===== src/rtl/uart_pkg.sv =====
// Shared UART definitions: receive state encoding and frame constants.
// The transmit side will import the same package.
package uart_pkg;

  typedef enum logic [2:0] {
    IDLE,
    START,
    DATA,
    STOP,
    BREAK
  } rx_state_e;

  localparam int unsigned NUM_BITS = 8;
  localparam logic [15:0] MIN_CLKS = 16'd2;

endpackage


===== src/rtl/sync_ff.sv =====
// Multi-flop synchroniser for an asynchronous level.
// Resets to 1, which is the idle level of a UART line.
module sync_ff #(
  parameter int unsigned SYNC_STAGES = 2
) (
  input  logic i_Clk,
  input  logic i_Rst,
  input  logic i_D,
  output logic o_Q
);

  logic [SYNC_STAGES-1:0] q;

  always_ff @(posedge i_Clk) begin
    if (i_Rst) q <= '1;
    else       q <= {q[SYNC_STAGES-2:0], i_D};
  end

  assign o_Q = q[SYNC_STAGES-1];

endmodule


===== src/rtl/uart_rx.sv =====
// 8N1 UART receiver with a single-entry holding register,
// valid/ack handshake and sticky framing-error / overrun flags.
module uart_rx
  import uart_pkg::*;
#(
  parameter int unsigned SYNC_STAGES = 2
) (
  input  logic        i_Clk,
  input  logic        i_Rst,
  input  logic        i_UART_RX,
  input  logic [15:0] i_ClksPerBit,
  output logic [7:0]  o_Data,
  output logic        o_Valid,
  input  logic        i_Ack,
  input  logic        i_ClrErr,
  output logic        o_FrameErr,
  output logic        o_Overrun,
  output logic        o_Busy
);

  logic        rx_s;
  rx_state_e   state, state_nxt;
  logic [15:0] cnt;
  logic [2:0]  idx;
  logic [7:0]  shreg;
  logic [15:0] half, last;
  logic        en, half_hit, bit_hit;
  logic        cnt_run, tick, shift;
  logic        deliver, ferr;

  sync_ff #(
    .SYNC_STAGES(SYNC_STAGES)
  ) u_sync (
    .i_Clk(i_Clk),
    .i_Rst(i_Rst),
    .i_D  (i_UART_RX),
    .o_Q  (rx_s)
  );

  assign en       = i_ClksPerBit >= MIN_CLKS;
  assign half     = (i_ClksPerBit - 16'd1) >> 1;
  assign last     = i_ClksPerBit - 16'd1;
  assign half_hit = cnt >= half;
  assign bit_hit  = cnt >= last;

  always_ff @(posedge i_Clk) begin
    if (i_Rst) state <= IDLE;
    else       state <= state_nxt;
  end

  // Dropping below the minimum bit period aborts any frame.
  always_comb begin
    state_nxt = state;
    if (!en) begin
      state_nxt = IDLE;
    end else begin
      unique case (state)
        IDLE:  if (!rx_s) state_nxt = START;
        START: if (half_hit) state_nxt = rx_s ? IDLE : DATA;
        DATA:  if (bit_hit && idx == 3'(NUM_BITS - 1))
                 state_nxt = STOP;
        STOP:  if (bit_hit) state_nxt = rx_s ? IDLE : BREAK;
        BREAK: if (rx_s) state_nxt = IDLE;
        default: state_nxt = IDLE;
      endcase
    end
  end

  always_comb begin
    cnt_run = 1'b0;
    tick    = 1'b0;
    shift   = 1'b0;
    deliver = 1'b0;
    ferr    = 1'b0;
    o_Busy  = state != IDLE;
    if (en) begin
      unique case (state)
        START: begin
          cnt_run = 1'b1;
          tick    = half_hit;
        end
        DATA: begin
          cnt_run = 1'b1;
          tick    = bit_hit;
          shift   = bit_hit;
        end
        STOP: begin
          cnt_run = 1'b1;
          tick    = bit_hit;
          deliver = bit_hit & rx_s;
          ferr    = bit_hit & ~rx_s;
        end
        default: ;
      endcase
    end
  end

  always_ff @(posedge i_Clk) begin
    if (i_Rst) begin
      cnt   <= '0;
      idx   <= '0;
      shreg <= '0;
    end else begin
      cnt <= (cnt_run && !tick) ? cnt + 16'd1 : '0;
      if (shift) begin
        shreg <= {rx_s, shreg[7:1]};
        idx   <= idx + 3'd1;
      end else if (state != DATA) begin
        idx <= '0;
      end
    end
  end

  // Set events take priority over the error clear.
  always_ff @(posedge i_Clk) begin
    if (i_Rst) begin
      o_Data     <= '0;
      o_Valid    <= 1'b0;
      o_FrameErr <= 1'b0;
      o_Overrun  <= 1'b0;
    end else begin
      if (deliver && (!o_Valid || i_Ack)) begin
        o_Data  <= shreg;
        o_Valid <= 1'b1;
      end else if (i_Ack) begin
        o_Valid <= 1'b0;
      end
      if (deliver && o_Valid && !i_Ack) o_Overrun <= 1'b1;
      else if (i_ClrErr)                o_Overrun <= 1'b0;
      if (ferr)          o_FrameErr <= 1'b1;
      else if (i_ClrErr) o_FrameErr <= 1'b0;
    end
  end

endmodule


===== config.mk =====
export PLATFORM = sky130hd
export DESIGN_NAME = uart_rx
export DESIGN_NICKNAME = d
export VERILOG_FILES = /design/src/rtl/uart_pkg.sv /design/src/rtl/sync_ff.sv /design/src/rtl/uart_rx.sv
export SDC_FILE = /design/constraint.sdc
export NUM_CORES = 1
export LEC_CHECK = 0
export CORE_MARGIN = 3
export CORE_UTILIZATION = 45
export DETAILED_ROUTE_END_ITERATION = 8
export DONT_BUFFER_PORTS = 1
export GPL_TIMING_DRIVEN = 0
export MAX_ROUTING_LAYER = met4
export PLACE_DENSITY = 0.56
export SKIP_LAST_GASP = 1
export SYNTH_ARGS = -nofsm -noshare
export SYNTH_HDL_FRONTEND = slang
export SYNTH_SLANG_ARGS = --single-unit

===== constraint.sdc =====
create_clock -name i_Clk -period 6.11 [get_ports i_Clk]
set_input_delay 1.833 -clock i_Clk [delete_from_list [all_inputs] [get_ports i_Clk]]
set_output_delay 1.833 -clock i_Clk [all_outputs]
set_load 0.05 [all_outputs]

==> key figures <==
Status
  – Status: finished, final reports clean

Synthesis
  – Synth area leaders: dfxtp_1 (29%), ha_1 (11%), a211oi_1 (5.0%)
  – Post-synth top cells: dfxtp_1 (43), ha_1 (26), a21oi_1 (24), o21ai_0 (24), a211oi_1 (20)
  – Seq/Total Area, Yosys: 28.7%
  – Synthesized flop and latch total: 43
  – Count leader, synth: dfxtp_1
  – Cells after Synth: 359
  – Async set or reset register ratio after synthesis: 0%
  – Main synth FF type: dfxtp_1
  – Mapped Area: approximately 3000 sq um
  – Synth Warn #: 0
  – Synth area leader: dfxtp_1
  – Synth top area share: 28.7%
  – EDFF count, synth: 0
  – Syn nets: 406
  – Syn_area_per_cell: 8.35 sq um
  – Distinct cells, synth: 48

GRT
  – Number of global-route vias before repair: 2349
  – Initial antenna violation count: 0
  – Largest net degree at the start of global routing: 15
  – First-pass GRT wire length: 11300 um
  – GRT Overall Usage: 18.9%
  – Remaining global-route overflow: 0

Clocking
  – H-tree lvl count: 2
  – Post-CTS Setup Inserts: 0
  – Clk root buf: clkbuf_8
  – Clk sinks: 43
  – Cts repair resizes: 0
  – CTS Buf Count: 5
  – Clock latency on the worst-skew pair: 290 ps
  – CTS tree: done
  – CTS max path bufs: 2
  – Clock slew at reported path FFs: around 90 ps
  – CTS Hold Bufs: 0

Detailed routing
  – Met3 WL: 139 um
  – Drt pass-1 iters: 4
  – Routed WL: 6690 um
  – Post-route ant nets: 0
  – Drt drc: 0
  – Via Count: 2557
  – Vias/cell: 5.76
  – Met2 wire length: 3030 um
  – Initial detailed-routing violation count: roughly 100
  – WL met1: 3490 um
  – Average wire per standard cell: about 15 um
  – Highest Signal Layer: met4

Critical path
  – CP endpoint kind: flip-flop
  – Crit-path leading delay family: simple AND/OR/NAND/NOR gates
  – WP data required: about 6300 ps
  – Worst Path Arrival: 5810 ps
  – Slowest stage cell, crit path: or4b_4
  – CP bufs+invs: 2
  – Slowest stage delay, CP: between 500 and 600 ps
  – Startpoint Class: input pin
  – Max FO, Critical Path: 10
  – Reg2Reg Depth: 10
  – WS Path Type: input pin to flip-flop
  – Critical path cell sequence: inv_1 > ha_1 > or4b_4 > nor2_1 > xnor2_1 > ha_1 > or4_1 > a21oi_1 > o21ai_0 > a31oi_1 > o311ai_2 > a21oi_1 > nand2_1 > clkbuf_1 > a211oi_1
  – Critical Path Stages: 15

Cells and area
  – Antenna diode count: 0
  – Final Net Count: 413
  – Area grow syn2layout: 6.97%
  – Non-Filler Instances: 444
  – Share of layout cells above drive strength 1: 5.45%

Die
  – Floorplan core area: 6390 sq um
  – Die Y: 87.6 um
  – Die Span X: 87.6 um
  – I/O pin count: 33
  – Initial Util: 46.9%
  – Die Area: 7670 sq um
  – Row count: 29

STA
  – Endpoints failing hold: 0
  – Worst Skew: 8.31 ps
  – Unrepaired setup endpoints after global routing: no
  – Final slew viol count: 0
  – Period Utilization, post-route: 91.7%
  – Fmax achieved: about 180 MHz
  – Slew margin rel.: a little under half
  – Worst Max-Slew Pin Slew: about 800 ps
  – Final Setup Violations: 0
  – Final setup TNS: 0 ps
  – Final min period: 5600 ps

Hold path
  – Worst min path class: flip-flop to flip-flop
  – Hold depth: 1

Placed design
  – Dpl cells: 436
  – Post-DP HPWL: 5270 um
  – Gpl congestion: 0.806
  – PortBufs: 0

Power
  – LEAKAGE: 1.17 nW
  – PD cells: 186 nW/um^2
  – Peak VDD IR: 157 uV

Run
  – Max_cap viols: 0
-- worst paths after layout --
| check | from | endpoint | slack (ps) |
|---|---|---|---|
| max | i_ClksPerBit[0] | cnt[6]$_SDFF_PP0_ | 510 |
| min | u_sync.q[0]$_SDFF_PP1_ | u_sync.q[1]$_SDFF_PP1_ | 430 |
| max reg2reg | cnt[6]$_SDFF_PP0_ | cnt[6]$_SDFF_PP0_ | 2810 |
| min reg2reg | u_sync.q[0]$_SDFF_PP1_ | u_sync.q[1]$_SDFF_PP1_ | 430 |
-- per-layer routing --
layer,global-route usage [%],up-vias
met3,2.82,4
met5,-,-
met4,3.21,0
met1,27.5,1185
met2,27.9,21
li1,-,1347
-- metrics by stage --
stage	power [W]	util, %	area (sq um)	worst slack, ps	hold WS (ps)
after floorplan	0.000363	-	3000	993	389
after global placement	0.000380	48.4	3090	167	392
after detailed placement	0.000381	48.4	3090	180	412
after CTS	0.000602	50.2	3210	461	434
after global routing	0.000623	50.2	3210	143	455
final	0.000598	50.2	3210	505	434
-- layout by cell type (no fill, tap or decap), types with 5 or more instances in the layout --
master / synthesis / routed
dfxtp_1: 43 / 43
ha_1: 26 / 26
o21ai_0: 24 / 24
a21oi_1: 24 / 24
a211oi_1: 20 / 20
nor2_1: 19 / 19
nand3_1: 18 / 18
nand2_1: 16 / 16
xnor2_1: 15 / 15
nand2b_1: 15 / 15
xor2_1: 13 / 13
clkbuf_1: 12 / 12
or3_1: 12 / 12
inv_1: 11 / 11
nor3_1: 9 / 9
mux2i_1: 9 / 9
or4_1: 7 / 7
or2_2: 5 / 5
and3_1: 5 / 5
clkbuf_8: 0 / 5
-- kinds of logic after synthesis --
kind of cell               synth area share (%)
AOI/OAI and AO/OA                          22.6
xor gates and xnor gates                   8.18
adders and majority gates                  10.9
buffers and inverters                      3.80
DFF                                        28.7
muxes                                      3.01
and+or+nand+nor                            22.8
-- layout make-up --
class	count	area, sq um
clock inverter	3	43.8
fill	633	3180
multi-input combinational	288	2020
clock buffer	5	68.8
tap	77	96.3
inverter	11	41.3
buffer	17	72.6
sequential	43	861
-- flip-flops by register name, indices dropped and copies added, names as in the netlist --
signal / flops
idx: 3
o_Data: 8
o_Overrun: 1
u_sync.q: 2
cnt: 16
o_Valid: 1
o_FrameErr: 1
shreg: 8
state: 3
-- power by group --
part / internal, W / switching [W] / total [W]
sequential: 0.000284 / 0.00000203 / 0.000286
combinational: 0.0000340 / 0.0000540 / 0.0000880
clock: 0.000122 / 0.000102 / 0.000224
total: 0.000439 / 0.000158 / 0.000598
No activity file was read; power rests on OpenSTA's default activity.
